<file path="config.mk">
export PLATFORM = sky130hd
export DESIGN_NAME = gn_mdl_clkdiv_gen_flat
export DESIGN_NICKNAME = d
export VERILOG_FILES = /design/src/rtl/gn_mdl_clkdiv_gen_if.sv /design/src/rtl/gn_mdl_clkdiv_gen.sv /design/src/flat_wrapper.sv
export SDC_FILE = /design/constraint.sdc
export NUM_CORES = 1
export LEC_CHECK = 0
export CORE_MARGIN = 2
export CORE_UTILIZATION = 30
export CTS_CLUSTER_DIAMETER = 30
export CTS_CLUSTER_SIZE = 24
export DETAILED_ROUTE_END_ITERATION = 8
export PLACE_DENSITY = 0.55
export SLEW_MARGIN = 20
export SYNTH_ARGS = -nofsm -noshare
export SYNTH_HDL_FRONTEND = slang
export SYNTH_SLANG_ARGS = --single-unit
export TNS_END_PERCENT = 5
</file>
<file path="constraint.sdc">
create_clock -name clk -period 7.9 [get_ports clk]
set_input_delay 1.58 -clock clk [delete_from_list [all_inputs] [get_ports clk]]
set_output_delay 1.58 -clock clk [all_outputs]
set_load 0.005 [all_outputs]
</file>
<file path="src/rtl/gn_mdl_clkdiv_gen_if.sv">
// Configuration request channel for the multi-channel clock divider.
// The master issues {ch, div, en} requests; the slave answers with ready/err.
interface gn_mdl_clkdiv_gen_if #(
    parameter int P_N_CH  = 4,
    parameter int P_W_DIV = 8
);
    localparam int W_CH = (P_N_CH > 1) ? $clog2(P_N_CH) : 1;

    logic               cfg_valid;
    logic               cfg_ready;
    logic [W_CH-1:0]    cfg_ch;
    logic [P_W_DIV-1:0] cfg_div;
    logic               cfg_en;
    logic               cfg_err;

    modport master (
        output cfg_valid,
        output cfg_ch,
        output cfg_div,
        output cfg_en,
        input  cfg_ready,
        input  cfg_err
    );

    modport slave (
        input  cfg_valid,
        input  cfg_ch,
        input  cfg_div,
        input  cfg_en,
        output cfg_ready,
        output cfg_err
    );
endinterface

</file>
<file path="src/rtl/gn_mdl_clkdiv_gen.sv">
// Multi-channel clock divider / tick generator with glitch-free runtime
// reconfiguration at period boundaries and a global phase sync.
module gn_mdl_clkdiv_gen #(
    parameter int P_N_CH    = 4,
    parameter int P_W_DIV   = 8,
    parameter int P_DIV_RST = 2
) (
    input  logic              clk,
    input  logic              rst,
    gn_mdl_clkdiv_gen_if.slave cfg,
    input  logic              sync_req,
    output logic [P_N_CH-1:0] div_clk,
    output logic [P_N_CH-1:0] tick,
    output logic [P_N_CH-1:0] ch_active
);
    localparam int W_CH = (P_N_CH > 1) ? $clog2(P_N_CH) : 1;

    typedef logic [P_W_DIV-1:0] div_t;

    logic [P_N_CH-1:0] pend_v;
    logic              ch_ok;
    logic              sel_pend;
    logic              acc;
    logic              bad;
    logic              good;
    logic              err_q;

    // Out-of-range channel indices are accepted and rejected via cfg_err.
    assign ch_ok    = int'(cfg.cfg_ch) < P_N_CH;
    assign sel_pend = ch_ok ? pend_v[cfg.cfg_ch] : 1'b0;

    assign cfg.cfg_ready = !rst && !sel_pend;
    assign acc  = cfg.cfg_valid && cfg.cfg_ready;
    assign bad  = acc && (!ch_ok ||
                  (cfg.cfg_en && (cfg.cfg_div < div_t'(2))));
    assign good = acc && !bad;

    always_ff @(posedge clk) begin
        if (rst) begin
            err_q <= 1'b0;
        end else begin
            err_q <= bad;
        end
    end

    assign cfg.cfg_err = err_q;

    for (genvar i = 0; i < P_N_CH; i++) begin : g_ch
        div_t cnt_q;
        div_t d_q;
        div_t pd_q;
        div_t cnt_n;
        div_t d_n;
        div_t nd;
        logic act_q;
        logic act_n;
        logic pend_q;
        logic pe_q;
        logic clk_q;
        logic tick_q;
        logic take;
        logic wrap;
        logic bnd;
        logic upd;
        logic ne;

        assign take = good && (cfg.cfg_ch == W_CH'(i));
        assign wrap = act_q && (cnt_q == d_q - div_t'(1));
        // Boundary: any point where a new period may begin or config lands.
        assign bnd  = sync_req || !act_q || wrap;
        // A request accepted in a sync cycle is folded into that sync.
        assign upd  = pend_q || (take && sync_req);
        assign ne   = pend_q ? pe_q : cfg.cfg_en;
        assign nd   = pend_q ? pd_q : cfg.cfg_div;

        always_comb begin
            cnt_n = cnt_q + div_t'(1);
            d_n   = d_q;
            act_n = act_q;
            if (bnd) begin
                cnt_n = '0;
                if (upd) begin
                    act_n = ne;
                    if (ne) begin
                        d_n = nd;
                    end
                end
            end
        end

        always_ff @(posedge clk) begin
            if (rst) begin
                cnt_q  <= '0;
                d_q    <= div_t'(P_DIV_RST);
                pd_q   <= '0;
                act_q  <= 1'b0;
                pend_q <= 1'b0;
                pe_q   <= 1'b0;
                clk_q  <= 1'b0;
                tick_q <= 1'b0;
            end else begin
                cnt_q  <= cnt_n;
                d_q    <= d_n;
                act_q  <= act_n;
                clk_q  <= act_n && (cnt_n < (d_n >> 1));
                tick_q <= act_n && (cnt_n == d_n - div_t'(1));
                if (bnd && upd) begin
                    pend_q <= 1'b0;
                end
                if (take && !sync_req) begin
                    pend_q <= 1'b1;
                    pe_q   <= cfg.cfg_en;
                    pd_q   <= cfg.cfg_div;
                end
            end
        end

        assign pend_v[i]    = pend_q;
        assign div_clk[i]   = clk_q;
        assign tick[i]      = tick_q;
        assign ch_active[i] = act_q;
    end
endmodule

</file>
<file path="src/flat_wrapper.sv">
// flat-port wrapper written by rule: the top's interface ports become plain ports
module gn_mdl_clkdiv_gen_flat 
#(
    parameter int P_N_CH    = 4,
    parameter int P_W_DIV   = 8,
    parameter int P_DIV_RST = 2
)
  (clk, rst, sync_req, div_clk, tick, ch_active, cfg_cfg_valid, cfg_cfg_ch, cfg_cfg_div, cfg_cfg_en, cfg_cfg_ready, cfg_cfg_err);
  gn_mdl_clkdiv_gen_if #(.P_N_CH(P_N_CH), .P_W_DIV(P_W_DIV)) cfg_i ();
  input  logic clk;
  input  logic rst;
  input  logic sync_req;
  output logic [P_N_CH-1:0] div_clk;
  output logic [P_N_CH-1:0] tick;
  output logic [P_N_CH-1:0] ch_active;
  input wire logic [$bits(cfg_i.cfg_valid)-1:0] cfg_cfg_valid;
  input wire logic [$bits(cfg_i.cfg_ch)-1:0] cfg_cfg_ch;
  input wire logic [$bits(cfg_i.cfg_div)-1:0] cfg_cfg_div;
  input wire logic [$bits(cfg_i.cfg_en)-1:0] cfg_cfg_en;
  output wire logic [$bits(cfg_i.cfg_ready)-1:0] cfg_cfg_ready;
  output wire logic [$bits(cfg_i.cfg_err)-1:0] cfg_cfg_err;
  assign cfg_i.cfg_valid = cfg_cfg_valid;
  assign cfg_i.cfg_ch = cfg_cfg_ch;
  assign cfg_i.cfg_div = cfg_cfg_div;
  assign cfg_i.cfg_en = cfg_cfg_en;
  assign cfg_cfg_ready = cfg_i.cfg_ready;
  assign cfg_cfg_err = cfg_i.cfg_err;
  gn_mdl_clkdiv_gen #(.P_N_CH(P_N_CH), .P_W_DIV(P_W_DIV), .P_DIV_RST(P_DIV_RST)) u_core (.clk(clk), .rst(rst), .cfg(cfg_i), .sync_req(sync_req), .div_clk(div_clk), .tick(tick), .ch_active(ch_active));
endmodule
</file>
==> results of run 1 <==
[logic make-up (layout without fill, tap and decap cells)]
logic type / Yosys count / count (layout) / synth area share, %
xor gates and xnor gates: 88 / 88 / 9.49
buffers and inverters: 105 / 93 / 5.68
and+or+nand+nor: 403 / 403 / 24.6
AOI/OAI and AO/OA: 187 / 187 / 16.1
adders and majority gates: 37 / 37 / 5.67
DFF: 117 / 117 / 28.8
muxes: 71 / 71 / 9.58
[cells in the mapped netlist (6+ instances only)]
library cell / number
nand2b_1: 20
o211ai_1: 7
xnor2_1: 46
ha_1: 36
inv_1: 29
and3_1: 13
xor2_1: 42
o21ai_1: 7
buf_4: 12
dfxtp_1: 117
o21ai_0: 24
buf_2: 6
or3_1: 9
clkbuf_1: 49
buf_1: 7
mux2_2: 26
nand3_1: 56
nand4_1: 12
a21oi_1: 62
nor4_1: 12
nor2_1: 119
a31oi_1: 9
mux2i_1: 39
nor3_1: 59
nor2b_1: 10
a21o_1: 13
nand2_1: 58
[cell usage in the layout (no fill, tap or decap), types with 36 or more instances in the layout]
master   netlist  layout
nor2_1       119     119
dfxtp_1      117     117
a21oi_1       62      62
xnor2_1       46      46
xor2_1        42      42
nand2_1       58      58
ha_1          36      36
mux2i_1       39      39
nand3_1       56      56
nor3_1        59      59
[layer usage]
metal	up-vias	routed length, um	GRT usage [%]
met4	2	194	3.67
met5	-	14	0
met1	3339	10900	22.4
li1	3539	-	-
met3	15	851	3.30
met2	134	10100	25.3
[sequential cells by signal, summed over array words and instances (netlist names), 4 cells and up]
signal / flops
u_core.g_ch.pe_q: 4
u_core.g_ch.cnt_q: 32
u_core.g_ch.pd_q: 32
u_core.g_ch.d_q: 32
u_core.g_ch.pend_q: 4
u_core.g_ch.clk_q: 4
u_core.g_ch.tick_q: 4
u_core.g_ch.act_q: 4
[power by group]
group	internal (mW)	switching, mW	total, mW
clock network	0.597	0.290	0.887
registers	0.596	0.00664	0.602
logic	0.0380	0.0629	0.101
total	1.23	0.359	1.59
[worst min path at each step]
stage	depth (start not counted)	to	from
floorplan	2	u_core.g_ch[0].pd_q[0]	u_core.g_ch[0].pd_q[0]
global placement	2	u_core.g_ch[0].pd_q[2]	u_core.g_ch[0].pd_q[2]
detailed placement	2	u_core.g_ch[2].pd_q[4]	u_core.g_ch[2].pd_q[4]
CTS	2	u_core.g_ch[2].pd_q[4]	u_core.g_ch[2].pd_q[4]
global route	2	u_core.g_ch[0].pd_q[0]	u_core.g_ch[0].pd_q[0]
finish	2	u_core.g_ch[2].pd_q[4]	u_core.g_ch[2].pd_q[4]
[worst max-delay path, delay by kind of cell]
kind                     cells  cell delay (ns)
AO/OA/AOI/OAI                7             2.43
adder cells (fa/ha/maj)      1             0.29
buffers and inverters        2             0.72
multiplexers                 1             0.61
AND/OR/NAND/NOR              1             0.22
[stage by stage]
| step | power [mW] | std cells | area, um^2 | hold WS, ns | setup WS [ns] |
|---|---|---|---|---|---|
| 3_5_place_dp | 0.716 | 1305 | 8510 | 0.447 | 2.02 |
| 5_1_grt | 1.65 | 1337 | 9180 | 0.472 | 1.99 |
| 6_report | 1.59 | 1337 | 9180 | 0.451 | 2.38 |
| 3_3_place_gp | 0.716 | 1305 | 8510 | 0.438 | 2.20 |
| 2_1_floorplan | 0.684 | 1008 | 8120 | 0.433 | 2.96 |
| 4_1_cts | 1.61 | 1337 | 9180 | 0.454 | 2.44 |
[area by class of cell]
class	instances	share of cell area, %
multi-input combinational	786	58.0
timing repair buffer	32	3.35
inverter	29	1.19
sequential	117	25.5
clock inverter	14	2.52
tap	341	4.65
clock buffer	18	4.78
==> flow_metrics.tcl, run 1 <==
set metrics [dict create \
    status "completed" \
    drc_errors 0 \
    drv_cap 0 \
    synth-seq-cells 117 \
    syn2layout_area_growth_pct 13.0 \
    netlist_instances 1008 \
    netlist_area_mm2 0.00812 \
    cts_resized 0 \
    cts.clk_slew.worst_paths_ns 0.06 \
    cts-htree-levels 4 \
    cts_tree "yes" \
    synth_top_area_cell "dfxtp_1" \
    post-route-util_pct 34.2 \
    r2r_slack_ns 3.52 \
    crit_chain "clkdlybuf4s50_1 > mux4_2 > a211oi_4 > a32oi_1 > a41oi_2 > nand2_4 > a21oi_1 > ha_1 > inv_1 > o41ai_1 > a32oi_1 > a2111oi_2" \
    post-route-min-period_ns 5.52 \
    crit_path_end "u_core.g_ch[1].tick_q" \
    grt_pass1_vias 6764 \
    cts_buffer_depth 2 \
    ios 29 \
    wl_um 22000 \
    n_fill_cell 2765 \
    num_rows 60 \
    ff_latch_area_mm2 0.00234 \
    diodes 0 \
    peakVddDrop_v 0.000139 \
    fmax_ghz 0.181 \
    end_kind "flop" \
    grtUsageTotal_pct 16.0 \
    synthTopCellsByArea "dfxtp_1 29%, ha_1 5.5%, nor2_1 5.5%" \
    p_leak_nw 3.38 \
    hold_buffers 0 \
    grt_overflow 0 \
    timing.rr.start "u_core.g_ch[3].d_q[0]" \
    tightestPinTransition_ns 0.920 \
    clockRootBuffer "clkbuf_16" \
    synthesis.nets 1059 \
    cts_buffers 17 \
    power_density_mw_per_mm2 173 \
    slew_headroom_pct 38.7 \
    synth.top_cell.area_share_pct 28.8 \
    finalCritPeriodShare_pct 69.9 \
    viasPerCell 5.26 \
    timing.critical_path.mode_cell "a32oi_1" \
    rsz0062_at_grt "no" \
    clock-sinks 117 \
    antenna_left 0 \
    async_flop_share_pct 0 \
    crit_fanout 19 \
    io_buffer_count 28 \
    setup-violations-final 0 \
    wire_per_inst_um 16.5 \
    crit_path_start "cfg_cfg_ch[1]" \
    core_mm2 0.0268 \
    drt_iter0_drc 541 \
    synthFlopType "dfxtp_1" \
    yosysSeqAreaShare_pct 28.8 \
    cp_slowest_cell "clkdlybuf4s50_1" \
    postCtsSetupRepairBufs 0 \
    max_stage_delay_ns 0.64 \
    worstPathRequired_ns 8.22 \
    ff2ff_path_depth 16 \
    multiInputGateArea_mm2 0.00532 \
    startpoint_type "input port" \
    yosys_warnings 0 \
    grt_pass1_wl_um 36600 \
    firstDrtPassIters 5 \
    critical_path_class "in2reg" \
    gp_congestion 0.852 \
    skew_ns 0.00960 \
    synth_cell_type_count 84 \
    fin_nets 1034 \
    die_w_um 169 \
    worstPathArrival_ns 5.84 \
    chipHeight_um 169 \
    start_util_pct 30.3 \
    vias 7029 \
    hold_viol 0 \
    layout-drive-gt1-share_pct 9.04 \
    hp-class "reg2reg" \
    hpwl_um 16100 \
    antenna_found_initial 1 \
    grt_start_max_net_pins 78 \
    timing.rr.end "u_core.g_ch[3].tick_q" \
    synth_area_per_cell_um2 8.06 \
    maxSlewViolCount 0 \
    clk_latency_ns 0.42 \
    synth_edf_count 0 \
    setup_tns_ns 0 \
    die_area_mm2 0.0284 \
]
Power figures use the tool's default switching activity.
==> inputs of run 2 (changes only) <==
- clock period: 7.9 -> 5.6 ns (I/O delays scaled with it)
==> run 2 against run 1 <==
Against the previous run:
- final area rose by 0.97%
- routed wire length grew 0.58%
- sequential share of layout area down 0.24 points
- worst hold slack better by 0.00062 ns
- non-clock buffer count increased by 12
- worst setup slack got worse by 1.6 ns
==> flow_metrics.tcl, run 2 (same netlist as run 1, synthesis figures left out) <==
set metrics [dict create \
    maxSlewViolCount 0 \
    firstDrtPassIters 4 \
    ios 29 \
    postCtsSetupRepairBufs 0 \
    viasPerCell 5.29 \
    cts_buffer_depth 2 \
    tightestPinTransition_ns 1.09 \
    fin_nets 1046 \
    hold_viol 0 \
    min_from "u_core.g_ch[0].pd_q[2]" \
    die_w_um 169 \
    gp_congestion 0.856 \
    setup-violations-final 0 \
    clockRootBuffer "clkbuf_16" \
    final_cell_mix "119 x nor2_1, 117 x dfxtp_1, 62 x a21oi_1" \
    cts_resized 0 \
    final_common_cell "nor2_1" \
    hold_buffers 0 \
    critical_path_class "in2reg" \
    clk_latency_ns 0.43 \
    rsz0062_at_grt "no" \
    cp_slowest_cell "mux4_2" \
    whs_ns 0.451 \
    power_density_mw_per_mm2 243 \
    path_delay_family "compound AO/OA/AOI/OAI gates" \
    wire_per_inst_um 16.4 \
    grt_pass1_wl_um 36200 \
    cts_buffers 17 \
    chipHeight_um 169 \
    io_buffer_count 28 \
    skew_ns 0.0120 \
    worstPathArrival_ns 5.18 \
    timing.critical_path.mode_cell "a32oi_1" \
    hp-class "reg2reg" \
    switching_share_pct 22.3 \
    cts_tree "yes" \
    setup_slack_ns 0.746 \
    syn2layout_area_growth_pct 14.1 \
    setup_tns_ns 0 \
    grt_pass1_vias 6692 \
    worstPathRequired_ns 5.93 \
    internal-power_mw 1.75 \
    fmax_ghz 0.206 \
    wl_um 22100 \
    p_leak_nw 3.44 \
    post-route-min-period_ns 4.85 \
    status "completed" \
    grt_start_max_net_pins 57 \
    diodes 0 \
    num_rows 60 \
    slew_headroom_pct 27.4 \
    crit_fanout 19 \
    startpoint_type "input port" \
    drt_iter0_drc 527 \
    layout-drive-gt1-share_pct 9.92 \
    hpwl_um 16100 \
    start_util_pct 30.3 \
    peakVddDrop_v 0.000235 \
    core_mm2 0.0268 \
    antenna_found_initial 0 \
    drv_cap 0 \
    timing.rr.start "u_core.g_ch[3].d_q[0]" \
    largestRegisters "u_core.g_ch.cnt_q x32, u_core.g_ch.d_q x32, u_core.g_ch.pd_q x32" \
    die_area_mm2 0.0284 \
    p_switching_mw 0.501 \
    end_kind "flop" \
    drc_errors 0 \
    cts.clk_slew.worst_paths_ns 0.05 \
    crit_path_start "cfg_cfg_ch[1]" \
    grtUsageTotal_pct 15.9 \
    place_ws_ns 0.334 \
    p_comb_share_pct 6.7 \
    grt_overflow 0 \
    vias 7137 \
    clock-sinks 117 \
    max_stage_delay_ns 0.58 \
    antenna_left 0 \
    crit_chain "clkdlybuf4s50_1 > mux4_2 > a211oi_4 > a32oi_1 > a41oi_2 > nand2_4 > a21oi_1 > ha_1 > inv_1 > o41ai_1 > a32oi_1 > a2111oi_2" \
    cts-htree-levels 4 \
    finalCritPeriodShare_pct 86.7 \
    share_seq_of_total_power_pct 37.8 \
    clockPowerShare_pct 55.5 \
    cp_num_buf_inv 2 \
]
run 2: cell count changes in the layout (fill, tap and decap cells not counted):
cell        previous run  this run
clkinvlp_4             3         1
buf_4                  5        17
clkinv_4               1         0
clkinv_2               4         2
clkbuf_8               1         5
clkbuf_1               0         2
bufinv_16              6         5
run 2: final timing paths:
path	to	slack, ns	depth (start not counted)
max	u_core.g_ch[1].tick_q	0.75	12
min	u_core.g_ch[0].pd_q[2]	0.45	2
max reg2reg	u_core.g_ch[3].tick_q	1.13	15
min reg2reg	u_core.g_ch[0].pd_q[2]	0.45	2
run 2: final cells by class:
class | instances | area (um^2)
Tap cell | 341 | 427
Clock inverter | 8 | 168
Sequential cell | 117 | 2340
Timing Repair Buffer | 44 | 398
Inverter | 29 | 109
Fill cell | 2800 | 17500
Multi-Input combinational cell | 786 | 5320
Clock buffer | 24 | 502
run 2: metrics by stage:
stage	utilization (%)	instances	cell area, um^2	total power, mW
2_1_floorplan	-	1008	8120	0.965
3_3_place_gp	32.1	1317	8600	1.02
3_5_place_dp	32.1	1317	8600	1.02
4_1_cts	34.6	1349	9270	2.27
5_1_grt	34.6	1349	9270	2.32
6_report	34.6	1349	9270	2.25
run 2: power groups by stage:
stage               Sequential, mW  Combinational [mW]  Clock (mW)
global placement             0.867               0.150           0
detailed placement           0.868               0.151           0
finish                       0.850               0.151        1.25
global route                 0.851               0.165        1.31
CTS                          0.850               0.151        1.27
floorplan                    0.862               0.102           0
run 2: per-layer routing:
metal / global-route usage, % / part of all wire [%]
met1: 22.2 / 50
met2: 25.3 / 46
met3: 2.95 / 3.1
met4: 4.24 / 1.5
met5: 0 / 0
run 2: worst register-to-register path: cells and delay by family, from the launching register on:
kind	cells	cell delay (ns)
XOR/XNOR	1	0.16
adder cells (fa/ha/maj)	2	0.58
multiplexers	1	0.23
AND/OR/NAND/NOR	3	0.59
flip-flops	1	0.50
buffers and inverters	2	0.43
AO/OA/AOI/OAI	6	1.89
==> inputs of run 3 (changes only) <==
- clock period: 5.6 -> 5.85 ns (I/O delays scaled with it)
==> run 3 against run 2 <==
Against the previous run:
- sequential power fell by 4.4%
- count of clock-buffer cells in the layout down 1
- final area shrank 0.96%
- final cell count about the same
- non-clock buffer count fell by 1
- flip-flop and latch count is the same
- worst setup slack better by 0.10 ns
- register-to-register slack improved by 0.16 ns
- worst hold slack gained 0.0030 ns
- total power down 11%
- highest routed layer unchanged
- combinational power fell by 5%
- die area unchanged
==> flow_metrics.tcl, run 3 (same netlist as run 1, synthesis figures left out) <==
set metrics [dict create \
    worstPathArrival_ns 5.32 \
    fin_nets 1045 \
    setup_tns_ns 0 \
    vias 7071 \
    rsz0062_at_grt "no" \
    cp_num_cells 12 \
    power_density_mw_per_mm2 219 \
    cts_buffers 17 \
    setup-violations-final 0 \
    hold_viol 0 \
    antenna_left 0 \
    p_leak_nw 3.40 \
    peakVddDrop_v 0.000201 \
    drc_errors 0 \
    path_delay_family "compound AO/OA/AOI/OAI gates" \
    start_util_pct 30.3 \
    drt_iter0_drc 479 \
    drv_cap 0 \
    firstDrtPassIters 5 \
    maxSlewViolCount 0 \
    finalInstanceArea_mm2 0.00918 \
    timing.critical_path.mode_cell "a32oi_1" \
    grt_start_max_net_pins 71 \
    postCtsSetupRepairBufs 0 \
    syn2layout_area_growth_pct 13.0 \
    place_area_mm2 0.00859 \
    layout-drive-gt1-share_pct 9.83 \
    chipHeight_um 169 \
    clk_latency_ns 0.42 \
    post-route-min-period_ns 5.00 \
    critical_path_class "in2reg" \
    cts_tree "yes" \
    crit_fanout 19 \
    die_area_mm2 0.0284 \
    die_w_um 169 \
    grtUsageTotal_pct 16.0 \
    wl_um 22300 \
    whs_ns 0.454 \
    grt_overflow 0 \
    finalCritPeriodShare_pct 85.5 \
    fmax_ghz 0.200 \
    n_fill_cell 2791 \
    setup_slack_ns 0.846 \
    crit_chain "clkdlybuf4s50_1 > mux4_2 > a211oi_4 > a32oi_1 > a41oi_2 > nand2_4 > mux2i_1 > ha_1 > inv_1 > o41ai_1 > a32oi_1 > a2111oi_2" \
    tightestPinTransition_ns 1.09 \
    whs_path_depth 2 \
    hpwl_um 16100 \
    cts_resized 0 \
    hp-class "reg2reg" \
    num_rows 60 \
    ios 29 \
    cp_slowest_cell "o41ai_1" \
    place_ws_ns 0.455 \
    post-route-util_pct 34.2 \
    status "completed" \
    largestRegisters "u_core.g_ch.cnt_q x32, u_core.g_ch.d_q x32, u_core.g_ch.pd_q x32" \
    final_common_cell "nor2_1" \
    ff2ff_path_depth 14 \
    gp_congestion 0.862 \
    hold_buffers 0 \
    max_stage_delay_ns 0.59 \
    startpoint_type "input port" \
    cts.clk_slew.worst_paths_ns 0.05 \
    wire_per_inst_um 16.5 \
    viasPerCell 5.25 \
    cts-htree-levels 4 \
    worstPathRequired_ns 6.17 \
    end_kind "flop" \
    io_buffer_count 28 \
    clockRootBuffer "clkbuf_16" \
    final_cell_mix "119 x nor2_1, 117 x dfxtp_1, 62 x a21oi_1" \
    cts_buffer_depth 2 \
    diodes 0 \
    grt_pass1_wl_um 36500 \
    clock-sinks 117 \
    slew_headroom_pct 27.4 \
    cp_num_buf_inv 2 \
    grt_pass1_vias 6787 \
    skew_ns 0.00987 \
    core_mm2 0.0268 \
    antenna_found_initial 0 \
]
==> run 3: cell types whose count changed in the layout (fill, tap and decap cells not counted), sizes merged <==
| cell | before | now |
|---|---|---|
| buf | 17 | 16 |
| clkbuf | 24 | 23 |
| clkinv | 2 | 5 |
| clkinvlp | 1 | 2 |
| bufinv | 5 | 2 |
==> run 3: report_power, final <==
group	internal (mW)	switching [mW]	total (mW)
sequential	0.805	0.00890	0.813
clock	0.668	0.380	1.05
combinational	0.0566	0.0873	0.144
total	1.53	0.477	2.01
==> run 3: layout make-up <==
cell class                      instances  area, um^2  area share [%]
Tap cell                              341         427            4.65
Inverter                               29         109            1.19
Clock buffer                           23         488            5.32
Clock inverter                          9         100            1.09
Timing Repair Buffer                   43         390            4.25
Multi-Input combinational cell        786        5320            58.0
Sequential cell                       117        2340            25.5
==> run 3: final timing paths <==
| path | startpoint | end | slack [ns] |
|---|---|---|---|
| hold / removal | u_core.g_ch[0].pd_q[0] | u_core.g_ch[0].pd_q[0] | 0.45 |
| setup reg to reg | u_core.g_ch[3].d_q[0] | u_core.g_ch[3].clk_q | 1.29 |
| setup / recovery | cfg_cfg_ch[1] | u_core.g_ch[1].tick_q | 0.85 |
| hold reg to reg | u_core.g_ch[0].pd_q[0] | u_core.g_ch[0].pd_q[0] | 0.45 |
==> run 3: tightest hold or removal path, delay by kind of cell, from the launching register on <==
kind               cells  cell delay, ns
AOI/OAI and AO/OA      1            0.05
DFF                    1            0.31
and+or+nand+nor        1            0.05
==> run 3: through the flow <==
step | power, mW | cells
after floorplan | 0.923 | 1008
after global placement | 0.974 | 1316
after detailed placement | 0.975 | 1316
after CTS | 2.02 | 1348
after global routing | 2.07 | 1348
final | 2.01 | 1348
==> run 3: layer usage <==
metal	vias to the layer above	GRT usage (%)	routed length [um]
li1	3558	-	-
met1	3343	22.0	11000
met2	147	25.6	10200
met3	23	2.85	793
met4	0	4.76	353
met5	-	0	0
